===== config.mk =====
export PLATFORM = sky130hd
export DESIGN_NAME = seq_detector
export DESIGN_NICKNAME = d
export VERILOG_FILES = /design/src/rtl/seq_det_pkg.sv /design/src/rtl/seq_detector_sat_counter.sv /design/src/rtl/seq_detector.sv
export SDC_FILE = /design/constraint.sdc
export NUM_CORES = 1
export LEC_CHECK = 0
export ABC_AREA = 1
export BUFFER_PORTS_ARGS = -buffer_cell sky130_fd_sc_hd__buf_2
export CAP_MARGIN = 5
export CORE_MARGIN = 5
export CORE_UTILIZATION = 42
export DETAILED_ROUTE_END_ITERATION = 7
export PLACE_DENSITY_LB_ADDON = 0.12
export SKIP_CTS_REPAIR_TIMING = 1
export SLEW_MARGIN = 20
export SYNTH_ARGS = -nofsm -noshare
export SYNTH_HDL_FRONTEND = slang
export SYNTH_SLANG_ARGS = --single-unit

===== constraint.sdc =====
create_clock -name clk -period 3 [get_ports clk]
set_input_delay 0.3 -clock clk [delete_from_list [all_inputs] [get_ports clk]]
set_output_delay 0.3 -clock clk [all_outputs]
set_load 0.01 [all_outputs]

===== src/rtl/seq_det_pkg.sv =====
// Shared definitions for the serial pattern detector: FSM state encoding.
package seq_det_pkg;

    typedef enum logic [1:0] {
        S_IDLE = 2'd0,
        S_FILL = 2'd1,
        S_HUNT = 2'd2
    } state_t;

endpackage


===== src/rtl/seq_detector_sat_counter.sv =====
// Saturating up-counter with synchronous clear that wins over a same-cycle increment.
module sat_counter #(
    parameter int W = 8
) (
    input  logic         clk,
    input  logic         rst_n,
    input  logic         inc,
    input  logic         clr,
    output logic [W-1:0] cnt
);

    localparam logic [W-1:0] CNT_MAX  = {W{1'b1}};
    localparam logic [W-1:0] CNT_ZERO = {W{1'b0}};
    localparam logic [W-1:0] CNT_ONE  = W'(1);

    logic [W-1:0] cnt_q;
    logic [W-1:0] cnt_d;

    // Next count: clear first, then increment unless already at the ceiling.
    always_comb begin
        cnt_d = cnt_q;
        if (clr) begin
            cnt_d = CNT_ZERO;
        end else if (inc && (cnt_q != CNT_MAX)) begin
            cnt_d = cnt_q + CNT_ONE;
        end else begin
            cnt_d = cnt_q;
        end
    end

    // Count register.
    always_ff @(posedge clk or negedge rst_n) begin
        if (!rst_n) begin
            cnt_q <= CNT_ZERO;
        end else begin
            cnt_q <= cnt_d;
        end
    end

    assign cnt = cnt_q;

endmodule


===== src/rtl/seq_detector.sv =====
// Serial bit-pattern detector with a runtime-loadable pattern, overlapping or
// non-overlapping detection, a one-cycle match pulse and a saturating match count.
module seq_detector
    import seq_det_pkg::*;
#(
    parameter int PAT_W = 4,
    parameter int CNT_W = 8
) (
    input  logic             clk,
    input  logic             rst_n,
    input  logic             din,
    input  logic             din_valid,
    input  logic             pat_load,
    input  logic [PAT_W-1:0] pat_in,
    input  logic             overlap_en,
    input  logic             cnt_clr,
    output logic             match,
    output logic [CNT_W-1:0] match_cnt,
    output logic             armed
);

    localparam int FILL_W = $clog2(PAT_W + 1);
    localparam logic [FILL_W-1:0] FILL_ZERO = {FILL_W{1'b0}};
    localparam logic [FILL_W-1:0] FILL_ONE  = FILL_W'(1);
    localparam logic [FILL_W-1:0] FILL_FULL = FILL_W'(PAT_W);
    localparam logic [PAT_W-1:0]  PAT_ZERO  = {PAT_W{1'b0}};

    state_t              state_q;
    logic [PAT_W-1:0]    pattern_q;
    logic [PAT_W-1:0]    hist_q;
    logic [PAT_W-1:0]    hist_d;
    logic [FILL_W-1:0]   fill_q;
    logic [FILL_W-1:0]   fill_d;
    logic                match_q;
    logic                armed_q;
    logic                accept_s;
    logic                hit_s;

    // Candidate history/fill for an accepted bit and the detection decision on them.
    always_comb begin
        accept_s = din_valid & ~pat_load & (state_q != S_IDLE);
        hist_d   = {hist_q[PAT_W-2:0], din};
        if (fill_q == FILL_FULL) begin
            fill_d = fill_q;
        end else begin
            fill_d = fill_q + FILL_ONE;
        end
        hit_s = accept_s && (hist_d == pattern_q) && (fill_d == FILL_FULL);
    end

    // Detector FSM: reload has priority over data; a hit either keeps hunting
    // (overlap) or restarts collection from an empty history.
    always_ff @(posedge clk or negedge rst_n) begin
        if (!rst_n) begin
            state_q   <= S_IDLE;
            pattern_q <= PAT_ZERO;
            hist_q    <= PAT_ZERO;
            fill_q    <= FILL_ZERO;
            match_q   <= 1'b0;
            armed_q   <= 1'b0;
        end else begin
            match_q <= 1'b0;
            if (pat_load) begin
                pattern_q <= pat_in;
                hist_q    <= PAT_ZERO;
                fill_q    <= FILL_ZERO;
                state_q   <= S_FILL;
                armed_q   <= 1'b1;
            end else if (accept_s) begin
                if (hit_s) begin
                    match_q <= 1'b1;
                    if (overlap_en) begin
                        hist_q  <= hist_d;
                        fill_q  <= FILL_FULL;
                        state_q <= S_HUNT;
                    end else begin
                        hist_q  <= PAT_ZERO;
                        fill_q  <= FILL_ZERO;
                        state_q <= S_FILL;
                    end
                end else begin
                    hist_q  <= hist_d;
                    fill_q  <= fill_d;
                    state_q <= (fill_d == FILL_FULL) ? S_HUNT : S_FILL;
                end
            end else begin
                state_q <= state_q;
            end
        end
    end

    sat_counter #(
        .W (CNT_W)
    ) u_match_cnt (
        .clk   (clk),
        .rst_n (rst_n),
        .inc   (hit_s),
        .clr   (cnt_clr),
        .cnt   (match_cnt)
    );

    assign match = match_q;
    assign armed = armed_q;

endmodule


==> results.md <==
- The run finished with clean final reports.
- For this design the top-level I/O count stands at 21.
- Max-cap violations in this run came to 0.
- The initial antenna violation count is 0.
- The path class of the tightest hold or removal check is in2reg.
- The floorplan has 19 rows.
- For the pin with the worst max-slew slack, the measured transition is 0.484 ns.
- The number of max-slew violations in the final report is 0.
- Of the cells placed in the final design, the portion with a size suffix greater than 1 is 0.247.
- Walking the worst path, the cells encountered are inv_1 -> ha_1 -> nand2_2 -> nand2_2 -> nand2_2 -> nor2_4 -> nand2_4 -> nor2_8 -> nand2_4 -> nand3_1 -> nand2_1.
- The library cell used as clock root buffer is sky130_fd_sc_hd__clkbuf_4.
- The worst setup path is launched from a register.
- In this run, the number of DRC markers left after iteration 0 of detailed routing was 50.
- The number of cell instances on the worst register-to-register path is 11.
- The HPWL after detailed placement is 1820 µm.
- Together, buffers and inverters on the worst path number 1.
- The total inserted antenna cells is 0.
- The top flip-flop cell by instance count after synthesis is sky130_fd_sc_hd__dfrtp_1.
- The clock net sink count is 22.
- In this design, the stage delay of the slowest critical-path cell is 0.42 ns.
- The part of the Yosys area used for sequential elements is 0.442.
- Counting every net in the synthesized netlist gives 165.
- The headroom to the max-slew limit is 0.677.
- The count of cell types in the netlist is 23.
- The area added between synthesis and finish is 14.9%.
- After detailed routing, the total wire length is 2440 µm.
- After clock tree synthesis, the clock-pin slew on the worst setup and hold paths is 0.13 ns.
- After detailed routing, the number of remaining DRC violations is 0.
- The slowest stage of the critical path belongs to the cell sky130_fd_sc_hd__dfrtp_1.
- The most critical setup path has its startpoint at fill_q[0].
- For this configuration, the core starts out at a cell density of 0.444.
- The sort of element at the end of the critical path is a register.
- Yosys mapped a number of flops with a built-in enable equal to 0.
- The final setup violation count is 0.
- The total area inside the core boundary comes to 0.00281 mm².
- In the post-synthesis netlist, the biggest area contributors are sky130_fd_sc_hd__dfrtp_1 (44%), sky130_fd_sc_hd__nand2_1 (13%), sky130_fd_sc_hd__nand3_1 (6.4%).
- TritonCTS built the clock tree.
- In this run, CTS created clock tree buffers numbering 3.
- The commonest cells after synthesis are sky130_fd_sc_hd__nand2_1 (43), sky130_fd_sc_hd__dfrtp_1 (22), sky130_fd_sc_hd__inv_1 (17).
- The routability congestion estimate is 0.817.
- The worst reg-to-reg setup slack is 1.27 ns.
- The critical path runs through a total of 11 cells.
- Data on the critical path is required at its endpoint by 3.21 ns.
- The via count of the first global-routing pass is 1041.
- Based on the critical path, the design can be clocked at up to 0.577 GHz.
- In this run the number of H-tree levels came out at 1.
- Summed over all cells, the static leakage comes to 0.817 nW.
- The ratio of total power to cell area is 438 mW/mm².
- The number of cells in the design after placement is 200.
- Across every metal layer, demand over resource in global routing totals 0.131.
- The count of placed standard cells in the final layout, fillers left out is 205.
- In the final routed layout, each cell accounts on average for 11.9 µm.
- The net count of the finished layout is 189.
- The first detailed-routing pass took 4 iterations.
- From bottom edge to top edge, the die measures 64.4 µm.
- A synthesized cell averages 8.24 µm².
- Synthesis produced a netlist whose cell count is 151.
- The post-synthesis cell area is 0.00124 mm².
- The cell with the most instances after synthesis is sky130_fd_sc_hd__nand2_1.
- The total via count after detailed routing is 1030.
- The post-route fraction of the period consumed by the critical path is 0.578.
- At the later pin of the worst-skew pair, clock insertion delay measures 0.31 ns.
- The maximum number of buffers from clock root to sink is 2.
- The critical path data arrival time is 1.94 ns.
- Setup repair after global routing left no endpoint under its margin.
- During synthesis, Yosys emitted a total of 0 warnings.
- The startpoint of the lowest-slack register-to-register path is fill_q[0].
- The peak fanout along the critical path is 10.
- The first global-routing pass estimated 4420 µm of wire.
- After layout, the minimum clock period comes to 1.73 ns.
- Input and output buffers added on the ports amount to 20.
- The top-area cell type share of the netlist area is 0.442.
- Measured along the x axis, the die boundary spans 64.4 µm.
- The detail-routed via count per cell is 5.02.
- In this design, the largest share of critical-path delay is due to simple AND/OR/NAND/NOR gates.
- The most numerous cell on the critical path is sky130_fd_sc_hd__nand2_2.
- In this run the remaining antenna-violating nets after routing total 0.
- The maximum number of pins on one net before global-route repair is 23.
- The floorplan step defined a die boundary enclosing 0.00415 mm².
- The share of async-settable or async-resettable flops after synthesis is 1.00.
- Summed over all instances, the cell type with the most area after synthesis is sky130_fd_sc_hd__dfrtp_1.
- The summed negative setup slack over all endpoints is 0 ns.
- The maximum resistive drop on vdd is 179 µV.
- The remaining global-route overflow is 0.
- The hold violation total from the final report came to 0.
- The synthesized design contains 22 register bits.
- The worst setup path is of the reg2reg kind.
- The end of the critical path is u_match_cnt.cnt[1].
- The final clock skew is 0.00392 ns.
- The endpoint identified for the worst register-to-register timing path is u_match_cnt.cnt[1].
routing by layer:
metal  global-route usage  vias to the layer above  wire length, µm
met5                    0                        -                0
met4               0.0580                        0               20
met3               0.0242                        2               82
met2                0.219                       20             1170
met1                0.167                      475             1170
li1                     -                      533                -
worst min-delay path by stage:
| stage | startpoint | endpoint | slack [ns] | depth (start not counted) |
|---|---|---|---|---|
| 2_1_floorplan | rst_n | armed | 0.004 | 0 |
| 3_3_place_gp | rst_n | pattern_q[1] | 0.30 | 1 |
| 3_5_place_dp | rst_n | pattern_q[1] | 0.30 | 1 |
| 4_1_cts | rst_n | pattern_q[1] | -0.05 | 1 |
| 5_1_grt | pat_in[0] | pattern_q[0] | 0.17 | 3 |
| 6_report | pat_in[2] | pattern_q[2] | 0.19 | 3 |
where the power goes:
| part | leakage (nW) | internal, mW | switching (mW) |
|---|---|---|---|
| combinational | 0.500 | 0.0283 | 0.0521 |
| sequential | 0.290 | 0.308 | 0.00808 |
| clock | 0.0279 | 0.135 | 0.0943 |
| total | 0.817 | 0.472 | 0.154 |
tightest hold or removal path, delay by kind of cell:
family	cells	cell delay, ns
buffers and inverters	1	0.07
and+or+nand+nor	2	0.09
cells in the final DEF (no fill, tap or decap), types with 2 or more instances in the layout:
cell and n:
sky130_fd_sc_hd__o21ai_0 7, sky130_fd_sc_hd__nand3_2 2, sky130_fd_sc_hd__nand3_1 16, sky130_fd_sc_hd__nand2_2 5
sky130_fd_sc_hd__nand2_1 43, sky130_fd_sc_hd__inv_2 2, sky130_fd_sc_hd__nand4_1 10, sky130_fd_sc_hd__dfrtp_1 22
sky130_fd_sc_hd__buf_2 20, sky130_fd_sc_hd__xor2_1 4, sky130_fd_sc_hd__nand2_4 2, sky130_fd_sc_hd__clkbuf_4 3
sky130_fd_sc_hd__inv_1 17, sky130_fd_sc_hd__nor2_4 2, sky130_fd_sc_hd__ha_1 3, sky130_fd_sc_hd__nor2_1 6
sky130_fd_sc_hd__xnor2_1 2
sequential cells by signal (all words and copies together) (netlist names):
register / flops
armed: 1
state_q: 2
fill_q: 3
pattern_q: 4
match: 1
u_match_cnt.cnt: 8
hist_q: 3
metrics by stage:
step / setup WS [ns] / utilization / instance area [µm²] / power [mW] / hold WS, ns
floorplan: 1.47 / - / 1240 / 0.380 / 0.00441
global placement: 1.35 / 0.488 / 1370 / 0.400 / 0.299
detailed placement: 1.28 / 0.488 / 1370 / 0.403 / 0.305
CTS: 1.26 / 0.506 / 1420 / 0.635 / -0.0514
global route: 1.10 / 0.510 / 1430 / 0.662 / 0.170
finish: 1.27 / 0.510 / 1430 / 0.626 / 0.187
cell families (layout without fill, tap and decap cells):
family | Yosys count | count (layout) | share of synthesized area
adder cells (fa/ha/maj) | 3 | 3 | 0.0302
flip-flops | 22 | 22 | 0.442
AO/OA/AOI/OAI | 8 | 8 | 0.0352
AND/OR/NAND/NOR | 90 | 90 | 0.376
buffers and inverters | 22 | 45 | 0.0744
XOR/XNOR | 6 | 6 | 0.0422
cell type report:
type	count	area, µm²
clock inverter	1	30.0
multi-input combinational	107	602
sequential	22	551
clock buffer	3	22.5
fill	278	1380
tap	31	38.8
timing repair buffer	21	110
inverter	20	76.3
(Power assumes the default switching activity.)
